$ cat src/rtl/fetch_pkg.sv
// Shared types and constants for the instruction fetch stage:
// FSM state encoding, MIPS field bit positions and PC increment.
package fetch_pkg;

  typedef enum logic [1:0] {
    IDLE  = 2'd0,
    FETCH = 2'd1,
    DONE  = 2'd2
  } fetch_state_e;

  localparam int OPCODE_MSB = 31;
  localparam int OPCODE_LSB = 26;
  localparam int RS_MSB     = 25;
  localparam int RS_LSB     = 21;
  localparam int RT_MSB     = 20;
  localparam int RT_LSB     = 16;
  localparam int RD_MSB     = 15;
  localparam int RD_LSB     = 11;
  localparam int SHAMT_MSB  = 10;
  localparam int SHAMT_LSB  = 6;
  localparam int FUNCT_MSB  = 5;
  localparam int FUNCT_LSB  = 0;
  localparam int IMM_MSB    = 15;
  localparam int IMM_LSB    = 0;

  localparam int PC_STEP = 4;

endpackage

$ cat src/rtl/instr_fetch_pc_reg.sv
// Program counter with synchronous clear, load, next-PC mux
// and a one-entry deferred-load slot used while a fetch is in flight.
module pc_reg
  import fetch_pkg::*;
#(
  parameter int              ADDR_W       = 32,
  parameter logic [ADDR_W-1:0] RESET_VECTOR = '0
) (
  input  logic              clk,
  input  logic              rst,
  input  logic              clear,
  input  logic              load,
  input  logic              defer,
  input  logic              pc_src,
  input  logic [ADDR_W-1:0] pc_in,
  output logic [ADDR_W-1:0] pc,
  output logic              pc_write
);

  logic [ADDR_W-1:0] target;
  logic [ADDR_W-1:0] pend;
  logic              pend_v;
  logic [ADDR_W-1:0] align_mask;

  assign align_mask = ~ADDR_W'(3);
  assign target = pc_src ? (pc_in & align_mask)
                         : pc + ADDR_W'(PC_STEP);

  // A direct load outside FETCH supersedes any deferred target.
  assign pc_write = clear
                  | (load & ~defer)
                  | (pend_v & ~defer);

  always_ff @(posedge clk or posedge rst) begin
    if (rst) begin
      pc     <= RESET_VECTOR;
      pend   <= '0;
      pend_v <= 1'b0;
    end else if (clear) begin
      pc     <= RESET_VECTOR;
      pend_v <= 1'b0;
    end else if (load && defer) begin
      pend   <= target;
      pend_v <= 1'b1;
    end else if (load) begin
      pc     <= target;
      pend_v <= 1'b0;
    end else if (pend_v && !defer) begin
      pc     <= pend;
      pend_v <= 1'b0;
    end
  end

endmodule

$ cat src/rtl/instr_fetch.sv
// Fetch stage: PC, req/ready handshake to instruction memory, IR.
// Optional fetch timeout is enabled with `define FETCH_TIMEOUT_EN.
module instr_fetch
  import fetch_pkg::*;
#(
  parameter int                ADDR_W         = 32,
  parameter int                DATA_W         = 32,
  parameter logic [ADDR_W-1:0] RESET_VECTOR   = '0,
  parameter int                TIMEOUT_CYCLES = 16
) (
  input  logic              Clk,
  input  logic              Reset,
  input  logic              Load_PC,
  input  logic              Empty_PC,
  input  logic              IRWrite,
  input  logic              PC_Src,
  input  logic [ADDR_W-1:0] PC_In,
  output logic              Mem_Req,
  output logic [ADDR_W-1:0] Mem_Addr,
  input  logic              Mem_Ready,
  input  logic [DATA_W-1:0] Mem_RData,
  output logic [ADDR_W-1:0] PC_Out,
  output logic [DATA_W-1:0] IR_Out,
  output logic [5:0]        Opcode,
  output logic [4:0]        Rs,
  output logic [4:0]        Rt,
  output logic [4:0]        Rd,
  output logic [4:0]        Shamt,
  output logic [5:0]        Funct,
  output logic [15:0]       Imm16,
  output logic              IR_Valid,
  output logic              Fetch_Busy,
  output logic              Fetch_Err
);

  fetch_state_e      state;
  fetch_state_e      state_nxt;
  logic              ir_load;
  logic              timeout;
  logic              pc_write;
  logic              fetch_start;
  logic [ADDR_W-1:0] pc;
  logic [DATA_W-1:0] ir;
  logic              ir_valid;
  logic              mem_req;

  pc_reg #(
    .ADDR_W       (ADDR_W),
    .RESET_VECTOR (RESET_VECTOR)
  ) u_pc (
    .clk      (Clk),
    .rst      (Reset),
    .clear    (Empty_PC),
    .load     (Load_PC),
    .defer    (state == FETCH),
    .pc_src   (PC_Src),
    .pc_in    (PC_In),
    .pc       (pc),
    .pc_write (pc_write)
  );

  always_ff @(posedge Clk or posedge Reset) begin
    if (Reset) state <= IDLE;
    else       state <= state_nxt;
  end

  always_comb begin
    state_nxt = state;
    ir_load   = 1'b0;
    unique case (state)
      IDLE: if (IRWrite) state_nxt = FETCH;
      FETCH: begin
        if (Mem_Ready) begin
          state_nxt = DONE;
          ir_load   = 1'b1;
        end else if (timeout) begin
          state_nxt = IDLE;
        end
      end
      DONE:    state_nxt = IDLE;
      default: state_nxt = IDLE;
    endcase
    if (Empty_PC) begin
      state_nxt = IDLE;
      ir_load   = 1'b0;
    end
  end

  assign fetch_start = (state != FETCH)
                     && (state_nxt == FETCH);

  always_ff @(posedge Clk or posedge Reset) begin
    if (Reset) begin
      mem_req  <= 1'b0;
      ir       <= '0;
      ir_valid <= 1'b0;
    end else begin
      mem_req <= (state_nxt == FETCH);
      if (ir_load) begin
        ir       <= Mem_RData;
        ir_valid <= 1'b1;
      end else if (pc_write || fetch_start) begin
        ir_valid <= 1'b0;
      end
    end
  end

`ifdef FETCH_TIMEOUT_EN
  localparam int CNT_W = $clog2(TIMEOUT_CYCLES + 1);

  logic [CNT_W-1:0] to_cnt;
  logic             fetch_err;

  assign timeout = (state == FETCH) && !Mem_Ready
                && (to_cnt == CNT_W'(TIMEOUT_CYCLES - 1));

  always_ff @(posedge Clk or posedge Reset) begin
    if (Reset) begin
      to_cnt    <= '0;
      fetch_err <= 1'b0;
    end else begin
      if (Empty_PC)     fetch_err <= 1'b0;
      else if (timeout) fetch_err <= 1'b1;
      if (state != FETCH)  to_cnt <= '0;
      else if (!Mem_Ready) to_cnt <= to_cnt + 1'b1;
    end
  end

  assign Fetch_Err = fetch_err;
`else
  assign timeout   = 1'b0;
  assign Fetch_Err = 1'b0;
`endif

  assign Mem_Req    = mem_req;
  assign Mem_Addr   = pc;
  assign PC_Out     = pc;
  assign IR_Out     = ir;
  assign IR_Valid   = ir_valid;
  assign Fetch_Busy = (state == FETCH);

  assign Opcode = ir[OPCODE_MSB:OPCODE_LSB];
  assign Rs     = ir[RS_MSB:RS_LSB];
  assign Rt     = ir[RT_MSB:RT_LSB];
  assign Rd     = ir[RD_MSB:RD_LSB];
  assign Shamt  = ir[SHAMT_MSB:SHAMT_LSB];
  assign Funct  = ir[FUNCT_MSB:FUNCT_LSB];
  assign Imm16  = ir[IMM_MSB:IMM_LSB];

endmodule

$ cat config.mk
export PLATFORM = sky130hd
export DESIGN_NAME = instr_fetch
export DESIGN_NICKNAME = d
export VERILOG_FILES = /design/src/rtl/fetch_pkg.sv /design/src/rtl/instr_fetch_pc_reg.sv /design/src/rtl/instr_fetch.sv
export SDC_FILE = /design/constraint.sdc
export NUM_CORES = 1
export LEC_CHECK = 0
export BUFFER_PORTS_ARGS = -buffer_cell sky130_fd_sc_hd__buf_4
export CAP_MARGIN = 0
export CORE_UTILIZATION = 45
export DETAILED_ROUTE_END_ITERATION = 6
export GPL_TIMING_DRIVEN = 0
export HOLD_SLACK_MARGIN = 0.05
export MAX_ROUTING_LAYER = met4
export PLACE_DENSITY = 0.73
export SYNTH_ARGS = -nofsm -noshare
export SYNTH_HDL_FRONTEND = slang
export SYNTH_SLANG_ARGS = --single-unit
$ cat constraint.sdc
create_clock -name Clk -period 3.3 [get_ports Clk]
set_input_delay 0.33 -clock Clk [delete_from_list [all_inputs] [get_ports Clk]]
set_output_delay 0.33 -clock Clk [all_outputs]
set_load 0.02 [all_outputs]
==> results.json, run 1 <==
{
  "cts-htree-levels": 3,
  "timing.critical_path.slowest_cell_delay_ps": 1030,
  "pin_count_of_the_biggest_net_entering_global_routing": 62,
  "fp-row-count": 41,
  "via_count_of_the_first_global_routing_pass": 5644,
  "final_nets": 925,
  "final_layout_worst_hold_slack_ps": 126,
  "gp_congestion": 0.959,
  "timing.critical_path.depth": 6,
  "power.leakage_uw": 0.00387,
  "netlist.area_leader.share_pct": 42.1,
  "postPlaceCellArea_um2": 7850,
  "ios": 219,
  "grt-busiest-layer": "met2",
  "global_route.usage.met1_pct": 35.6,
  "cts_hold_buf": 0,
  "n_antenna_cell": 0,
  "clock_path_buffers": 2,
  "dp_worst_setup_slack_ps": 688,
  "ys_seq_area_share_pct": 42.1,
  "combinationalPowerShare_pct": 40.9,
  "power.clock.fraction_pct": 22.2,
  "startpoint": "state[0]",
  "internal-power_uw": 2970,
  "cts-buffers-inserted": 9,
  "critPathBufInv": 1,
  "crit_arrival_ps": 2800,
  "die_w_um": 117,
  "post-route-drc-count": 0,
  "power.switching_uw": 1680,
  "synth_top_flop_cell": "sky130_fd_sc_hd__dfrtp_1",
  "clk_latency_ps": 350,
  "timing.rr.end": "u_pc.pc[30]",
  "coreArea_um2": 12800,
  "r2r.worst_path.cells": 6,
  "top_cells_by_area_in_the_synthesized_netlist": "sky130_fd_sc_hd__dfrtp_1, sky130_fd_sc_hd__buf_4, sky130_fd_sc_hd__mux2_2",
  "synth_warn": 0,
  "detail-route-antenna-nets": 0,
  "routed_via_density": 5.63,
  "critPathLaunchType": "flip-flop",
  "portBuffers": 214,
  "dp.final_hpwl_um": 13900,
  "post_cts_resize_count": 0,
  "grt_antenna_before_repair": 0,
  "maxCapViolCount": 0,
  "detailedRoute.firstIterationViolations": 575,
  "unique_cell_type_count_in_the_yosys_netlist": 63,
  "clock_sink_count": 101,
  "overall_power_of_the_completed_layout_uw": 4650,
  "grtUsageMet3_pct": 4.94,
  "grtUsageTotal_pct": 28.4,
  "library_cell_used_as_clock_root_buffer": "sky130_fd_sc_hd__clkbuf_16",
  "yosysTopAreaCell": "sky130_fd_sc_hd__dfrtp_1",
  "run_status": "finished, final reports clean",
  "dpl.cell_count": 1014,
  "synth_area_per_cell_um2": 9.57,
  "syn_inst": 627,
  "grt_pass1_wl_um": 30100,
  "crit_path_end": "u_pc.pc[30]",
  "r2r_slack_ps": 770,
  "die_height_um": 117,
  "layout-area-overhead-vs-synth_pct": 35.4,
  "timing.max_slew.rel_slack_pct": 16.0,
  "finalNonFillerCells": 1030,
  "finalCriticalPeriod_ps": 2530,
  "path_delay_family": "simple AND/OR/NAND/NOR gates",
  "timing_max_transition_violations_final": 0,
  "reg2reg_from": "state[0]",
  "worst_slack_ps": 775,
  "irDropWorstVdd_mv": 0.277,
  "crit_type": "reg2reg",
  "hold_viol": 0,
  "crit_fanout": 8,
  "syn-num-nets": 699,
  "post_synth_instance_area_um2": 6000,
  "initial_utilization_pct": 46.8,
  "number_of_flops_mapped_to_enable_cells_by_yosys": 0,
  "post_synth_most_frequent_cells": "sky130_fd_sc_hd__dfrtp_1, sky130_fd_sc_hd__buf_4, sky130_fd_sc_hd__nand2_1, sky130_fd_sc_hd__o21ai_0, sky130_fd_sc_hd__mux2_2",
  "grt_setup_unrepaired": "false",
  "crit_chain": "nor2b_1 -> clkbuf_1 -> nor3_1 -> o211ai_1 -> o21ai_0 -> o2bb2ai_1",
  "p_per_area_nw_per_um2": 571,
  "sequential_cell_area_um2": 2530,
  "cts.reportedPaths.clkPinSlew_ps": 80,
  "cpMaxStageDelayCell": "sky130_fd_sc_hd__nor3_1",
  "num_vias": 5798,
  "tritoncts": "yes",
  "buffers_inserted_by_post_cts_timing_repair": 0,
  "multi_input_area_um2": 2610,
  "sw_share_pct": 36.1,
  "cp.required_ps": 3570,
  "routedWlPerCell_um": 18.5,
  "synth_most_common_cell": "sky130_fd_sc_hd__dfrtp_1",
  "worst_clock_skew_ps": 12.1,
  "fin_crit_sh_pct": 76.5,
  "seqPwrFrac_pct": 36.9,
  "worst_margin_pin_slew_ps": 1250,
  "synth-seq-cells": 101,
  "filler_cell_count": 1111,
  "drt_first_pass_iters": 5,
  "final_area_um2": 8130,
  "clock.fmax_ghz": 0.396,
  "drt_wl_total_um": 19100,
  "finalSetupViolCount": 0,
  "fp.dieArea_um2": 13800,
  "timing.critical_path.to_type": "flip-flop",
  "overflow": 0,
  "grt_util_met2_pct": 46.2,
  "drive_gt1_share_pct": 44.1,
  "classification_of_the_worst_slack_hold_path": "in2async",
  "async_reset_ff_share_pct": 100
}
-- cell usage in the layout, fill, tap and decap left out, types with 11 or more instances in the layout --
cell type and n:
sky130_fd_sc_hd__nor2_1 34, sky130_fd_sc_hd__nor2b_1 11, sky130_fd_sc_hd__nand3_1 14, sky130_fd_sc_hd__inv_1 12, sky130_fd_sc_hd__nand2_1 53, sky130_fd_sc_hd__clkbuf_1 25
sky130_fd_sc_hd__a21oi_1 23, sky130_fd_sc_hd__buf_4 300, sky130_fd_sc_hd__xnor2_1 16, sky130_fd_sc_hd__o21ai_0 53, sky130_fd_sc_hd__dfrtp_1 101, sky130_fd_sc_hd__mux2_2 37
-- per-stage QoR --
step / util, % / setup TNS, ps
2_1_floorplan: - / 0
3_3_place_gp: 61.0 / -86130
3_5_place_dp: 61.2 / 0
4_1_cts: 63.4 / 0
5_1_grt: 63.4 / 0
6_report: 63.4 / 0
-- routing by layer --
layer | share of wire, % | up-vias
met5 | 0 | -
met4 | 2.3 | 0
met3 | 9.3 | 41
met2 | 49 | 359
met1 | 39 | 2794
li1 | - | 2604
-- final cells by class --
type / instances / share of cell area (%)
Buffer: 123 / 9.96
Clock buffer: 10 / 2.82
Clock inverter: 6 / 0.662
Inverter: 14 / 0.677
Tap cell: 172 / 2.65
Multi-Input combinational cell: 389 / 32.1
Timing Repair Buffer: 215 / 20.0
Sequential cell: 101 / 31.1
-- power by group through the flow --
stage	clock network [µW]	logic, µW	registers, µW
2_1_floorplan	0	979	1860
3_3_place_gp	0	1870	1720
3_5_place_dp	0	1910	1730
4_1_cts	1040	1910	1710
5_1_grt	1090	2010	1750
6_report	1030	1900	1710
-- kinds of logic (layout without fill, tap and decap cells) --
kind of cell | after synthesis | after routing | share of synthesized area (%)
other | 1 | 1 | 0.0625
flip-flops | 101 | 101 | 42.1
AND/OR/NAND/NOR | 173 | 173 | 15.9
multiplexers | 46 | 46 | 8.44
buffers and inverters | 137 | 368 | 14.4
AO/OA/AOI/OAI | 148 | 148 | 16.0
XOR/XNOR | 20 | 20 | 2.92
adder cells (fa/ha/maj) | 1 | 1 | 0.208
-- worst min path at each step --
stage	from	end	slack (ps)	cells after the start
after global placement	state[1]	Mem_Req	450	1
after detailed placement	u_pc.pend[10]	u_pc.pend[10]	460	2
final	Reset	IR_Out[23]	130	2
after floorplan	state[1]	Mem_Req	430	1
after CTS	Reset	IR_Out[23]	160	2
after global routing	Reset	IR_Out[23]	200	2
Power figures use the tool's default switching activity.
==> inputs of run 2 (changes only) <==
--- a/config.mk
+++ b/config.mk
@@ -5,6 +5,7 @@
 export SDC_FILE = /design/constraint.sdc
 export NUM_CORES = 1
 export LEC_CHECK = 0
+export ABC_AREA = 1
 export BUFFER_PORTS_ARGS = -buffer_cell sky130_fd_sc_hd__buf_4
 export CAP_MARGIN = 0
 export CORE_UTILIZATION = 45
==> constraint.sdc (replaced) <==
create_clock -name Clk -period 2.42 [get_ports Clk]
set_input_delay 0.242 -clock Clk [delete_from_list [all_inputs] [get_ports Clk]]
set_output_delay 0.242 -clock Clk [all_outputs]
set_load 0.02 [all_outputs]
==> results.json, run 2 <==
{
  "run_status": "finished, final reports clean",
  "dp.final_hpwl_um": 13500,
  "fp.dieArea_um2": 13800,
  "portBuffers": 214,
  "cts.reportedPaths.clkPinSlew_ps": 70,
  "synth_area_per_cell_um2": 7.24,
  "grt-busiest-layer": "met2",
  "internal-power_uw": 4300,
  "timing_max_transition_violations_final": 0,
  "cts-htree-levels": 3,
  "muxShareOfSynthArea_pct": 0,
  "global_route.usage.met1_pct": 32.7,
  "grt_pass1_wl_um": 28400,
  "most_common_cell_after_layout_fill_and_taps_aside": "sky130_fd_sc_hd__nand2_1",
  "gp_congestion": 0.916,
  "ys_seq_area_share_pct": 42.0,
  "timing.max_slew.rel_slack_pct": 60.2,
  "detailedRoute.firstIterationViolations": 506,
  "synth_top_flop_cell": "sky130_fd_sc_hd__dfrtp_1",
  "synth_warn": 0,
  "grt_setup_unrepaired": "false",
  "grtUsageMet3_pct": 4.46,
  "worst_clock_skew_ps": 8.09,
  "clk_latency_ps": 350,
  "synth-seq-cells": 101,
  "crit_type": "reg2reg",
  "critPathLaunchType": "flip-flop",
  "post-route-drc-count": 0,
  "async_reset_ff_share_pct": 100,
  "power.leakage_uw": 0.00445,
  "crit_arrival_ps": 2090,
  "post_synth_instance_area_um2": 6010,
  "hold_viol": 0,
  "post_synth_and_or_nand_nor_area_fraction_pct": 35.0,
  "filler_cell_count": 1184,
  "fraction_of_the_mapped_netlist_area_in_compound_gates_pct": 7.18,
  "timing.rr.end": "u_pc.pc[24]",
  "irDropWorstVdd_mv": 0.395,
  "tritoncts": "yes",
  "number_of_flops_mapped_to_enable_cells_by_yosys": 0,
  "final_layout_worst_hold_slack_ps": 86.3,
  "ios": 219,
  "die_w_um": 118,
  "combinationalPowerShare_pct": 38.9,
  "drt_first_pass_iters": 5,
  "clock_path_buffers": 2,
  "top_cells_by_area_in_the_synthesized_netlist": "sky130_fd_sc_hd__dfrtp_1, sky130_fd_sc_hd__nand2_1, sky130_fd_sc_hd__buf_4",
  "timing.critical_path.slowest_cell_delay_ps": 470,
  "drive_gt1_share_pct": 34.8,
  "layout_common_cells": "sky130_fd_sc_hd__nand2_1, sky130_fd_sc_hd__buf_4, sky130_fd_sc_hd__nor2_1",
  "p_per_area_nw_per_um2": 812,
  "fin_crit_sh_pct": 76.1,
  "crit_path_end": "u_pc.pc[24]",
  "cts-buffers-inserted": 9,
  "finalCriticalPeriod_ps": 1840,
  "routed_via_density": 4.81,
  "syn_inst": 831,
  "post_synth_most_frequent_cells": "sky130_fd_sc_hd__nand2_1, sky130_fd_sc_hd__nor2_1, sky130_fd_sc_hd__dfrtp_1",
  "netlist.area_leader.share_pct": 42.0,
  "yosysTopAreaCell": "sky130_fd_sc_hd__dfrtp_1",
  "startpoint": "u_pc.pc[3]",
  "r2r_slack_ps": 580,
  "crit_chain": "ha_1 -> nand2_2 -> nor2_4 -> nand2_2 -> nor2_2 -> nand3_1 -> nand3_1 -> nand3_1 -> nand2_1 -> nand2_1",
  "cp.required_ps": 2670,
  "library_cell_used_as_clock_root_buffer": "sky130_fd_sc_hd__clkbuf_16",
  "overflow": 0,
  "layout-area-overhead-vs-synth_pct": 36.9,
  "reg2reg_from": "u_pc.pc[3]",
  "synth_top_family_by_area": "simple AND/OR/NAND/NOR gates",
  "timing.critical_path.to_type": "flip-flop",
  "crit_fanout": 6,
  "sw_share_pct": 35.7,
  "power.clock.fraction_pct": 25.3,
  "grt_antenna_before_repair": 0,
  "final_area_um2": 8240,
  "synth_adder_area_share_pct": 0.208,
  "pin_count_of_the_biggest_net_entering_global_routing": 43,
  "seqPwrFrac_pct": 35.8,
  "drt_wl_total_um": 17700,
  "unique_cell_type_count_in_the_yosys_netlist": 31,
  "clock.fmax_ghz": 0.543,
  "power.switching_uw": 2390,
  "grt_util_met2_pct": 44.2,
  "synth_most_common_cell": "sky130_fd_sc_hd__nand2_1",
  "cpMaxStageDelayCell": "sky130_fd_sc_hd__dfrtp_1",
  "detail-route-antenna-nets": 0,
  "via_count_of_the_first_global_routing_pass": 5434,
  "grtUsageTotal_pct": 26.7,
  "n_antenna_cell": 0,
  "most_frequent_cell_on_critical_path": "sky130_fd_sc_hd__nand3_1",
  "postPlaceCellArea_um2": 7880,
  "r2r.worst_path.cells": 10,
  "classification_of_the_worst_slack_hold_path": "in2reg",
  "routedWlPerCell_um": 14.3,
  "die_height_um": 118,
  "finalSetupViolCount": 0,
  "clock_sink_count": 101,
  "coreArea_um2": 12800,
  "worst_margin_pin_slew_ps": 596,
  "maxCapViolCount": 0,
  "fin_setup_tns_ps": 0,
  "final_nets": 1131,
  "post_synth_xor_area_fraction_pct": 0,
  "syn-num-nets": 903,
  "fp-row-count": 41,
  "initial_utilization_pct": 46.9,
  "num_vias": 5950
}
## run 2: changes by cell type in the layout (fill, tap and decap cells not counted), sizes merged, moves of 10 or more
| cell | delta |
|---|---|
| clkbuf | -14 |
| nor2 | +84 |
| inv | +32 |
| nand2 | +260 |
| nor2b | -11 |
| mux2 | -37 |
| nand4 | -10 |
| a21oi | -19 |
| nor3 | -11 |
| nand3 | +40 |
| xnor2 | -16 |
## run 2: metal layers
metal | vias up | routed length [µm]
li1 | 2986 | -
met4 | 0 | 363
met5 | - | 0
met3 | 27 | 1110
met2 | 220 | 8600
met1 | 2717 | 7630
## run 2: worst max-delay path: cells and delay by family, from the launching register on
family	cells	cell delay, ps
adder cells (fa/ha/maj)	1	260
flip-flops	1	470
AND/OR/NAND/NOR	9	1010
## run 2: kinds of logic after synthesis
kind of cell,after synthesis
AND/OR/NAND/NOR,492
buffers and inverters,160
flip-flops,101
AO/OA/AOI/OAI,76
adder cells (fa/ha/maj),1
other,1
## run 2: worst min path at each step
stage                              from     endpoint  cells past startpoint
after floorplan           Mem_RData[28]   IR_Out[28]                      2
after global placement    Mem_RData[25]   IR_Out[25]                      3
after detailed placement          Reset  u_pc.pc[16]                      2
after CTS                  Mem_RData[0]    IR_Out[0]                      3
after global routing       Mem_RData[0]    IR_Out[0]                      3
final                     Mem_RData[17]   IR_Out[17]                      3
## run 2: cell type report
type                    instances  area (µm²)  share of cell area, %
clock buffers                   9         225                   2.73
plain buffers                 112         754                   9.16
clock inverters                 7         120                   1.46
inverters                      48         184                   2.23
well taps                     172         215                   2.61
multi-input cells             570        2550                   31.0
repair buffers                217        1660                   20.1
flip-flops and latches        101        2530                   30.7
## run 2: per-stage QoR
stage	util [%]	worst slack (ps)	std cells	power, µW
6_report	64.2	578	1236	6690
5_1_grt	64.2	389	1236	7030
4_1_cts	64.2	593	1236	6740
3_5_place_dp	61.4	616	1219	5040
3_3_place_gp	61.1	219	1217	4980
2_1_floorplan	-	758	831	3930
## run 2: what timing repair did
| item | in CTS | in global routing |
|---|---|---|
| setup buffers | 0 | 0 |
| resized for setup | 0 | 0 |
| setup endpoints to repair | 0 | 0 |
| hold endpoints to repair | 22 | 0 |
| hold buffers | 1 | 0 |
## run 2: power by group through the flow
| stage | Sequential, µW | Clock (µW) | Combinational [µW] |
|---|---|---|---|
| floorplan | 2590 | 0 | 1350 |
| global placement | 2410 | 0 | 2570 |
| detailed placement | 2420 | 0 | 2610 |
| CTS | 2390 | 1730 | 2620 |
| global route | 2450 | 1790 | 2800 |
| finish | 2400 | 1690 | 2600 |
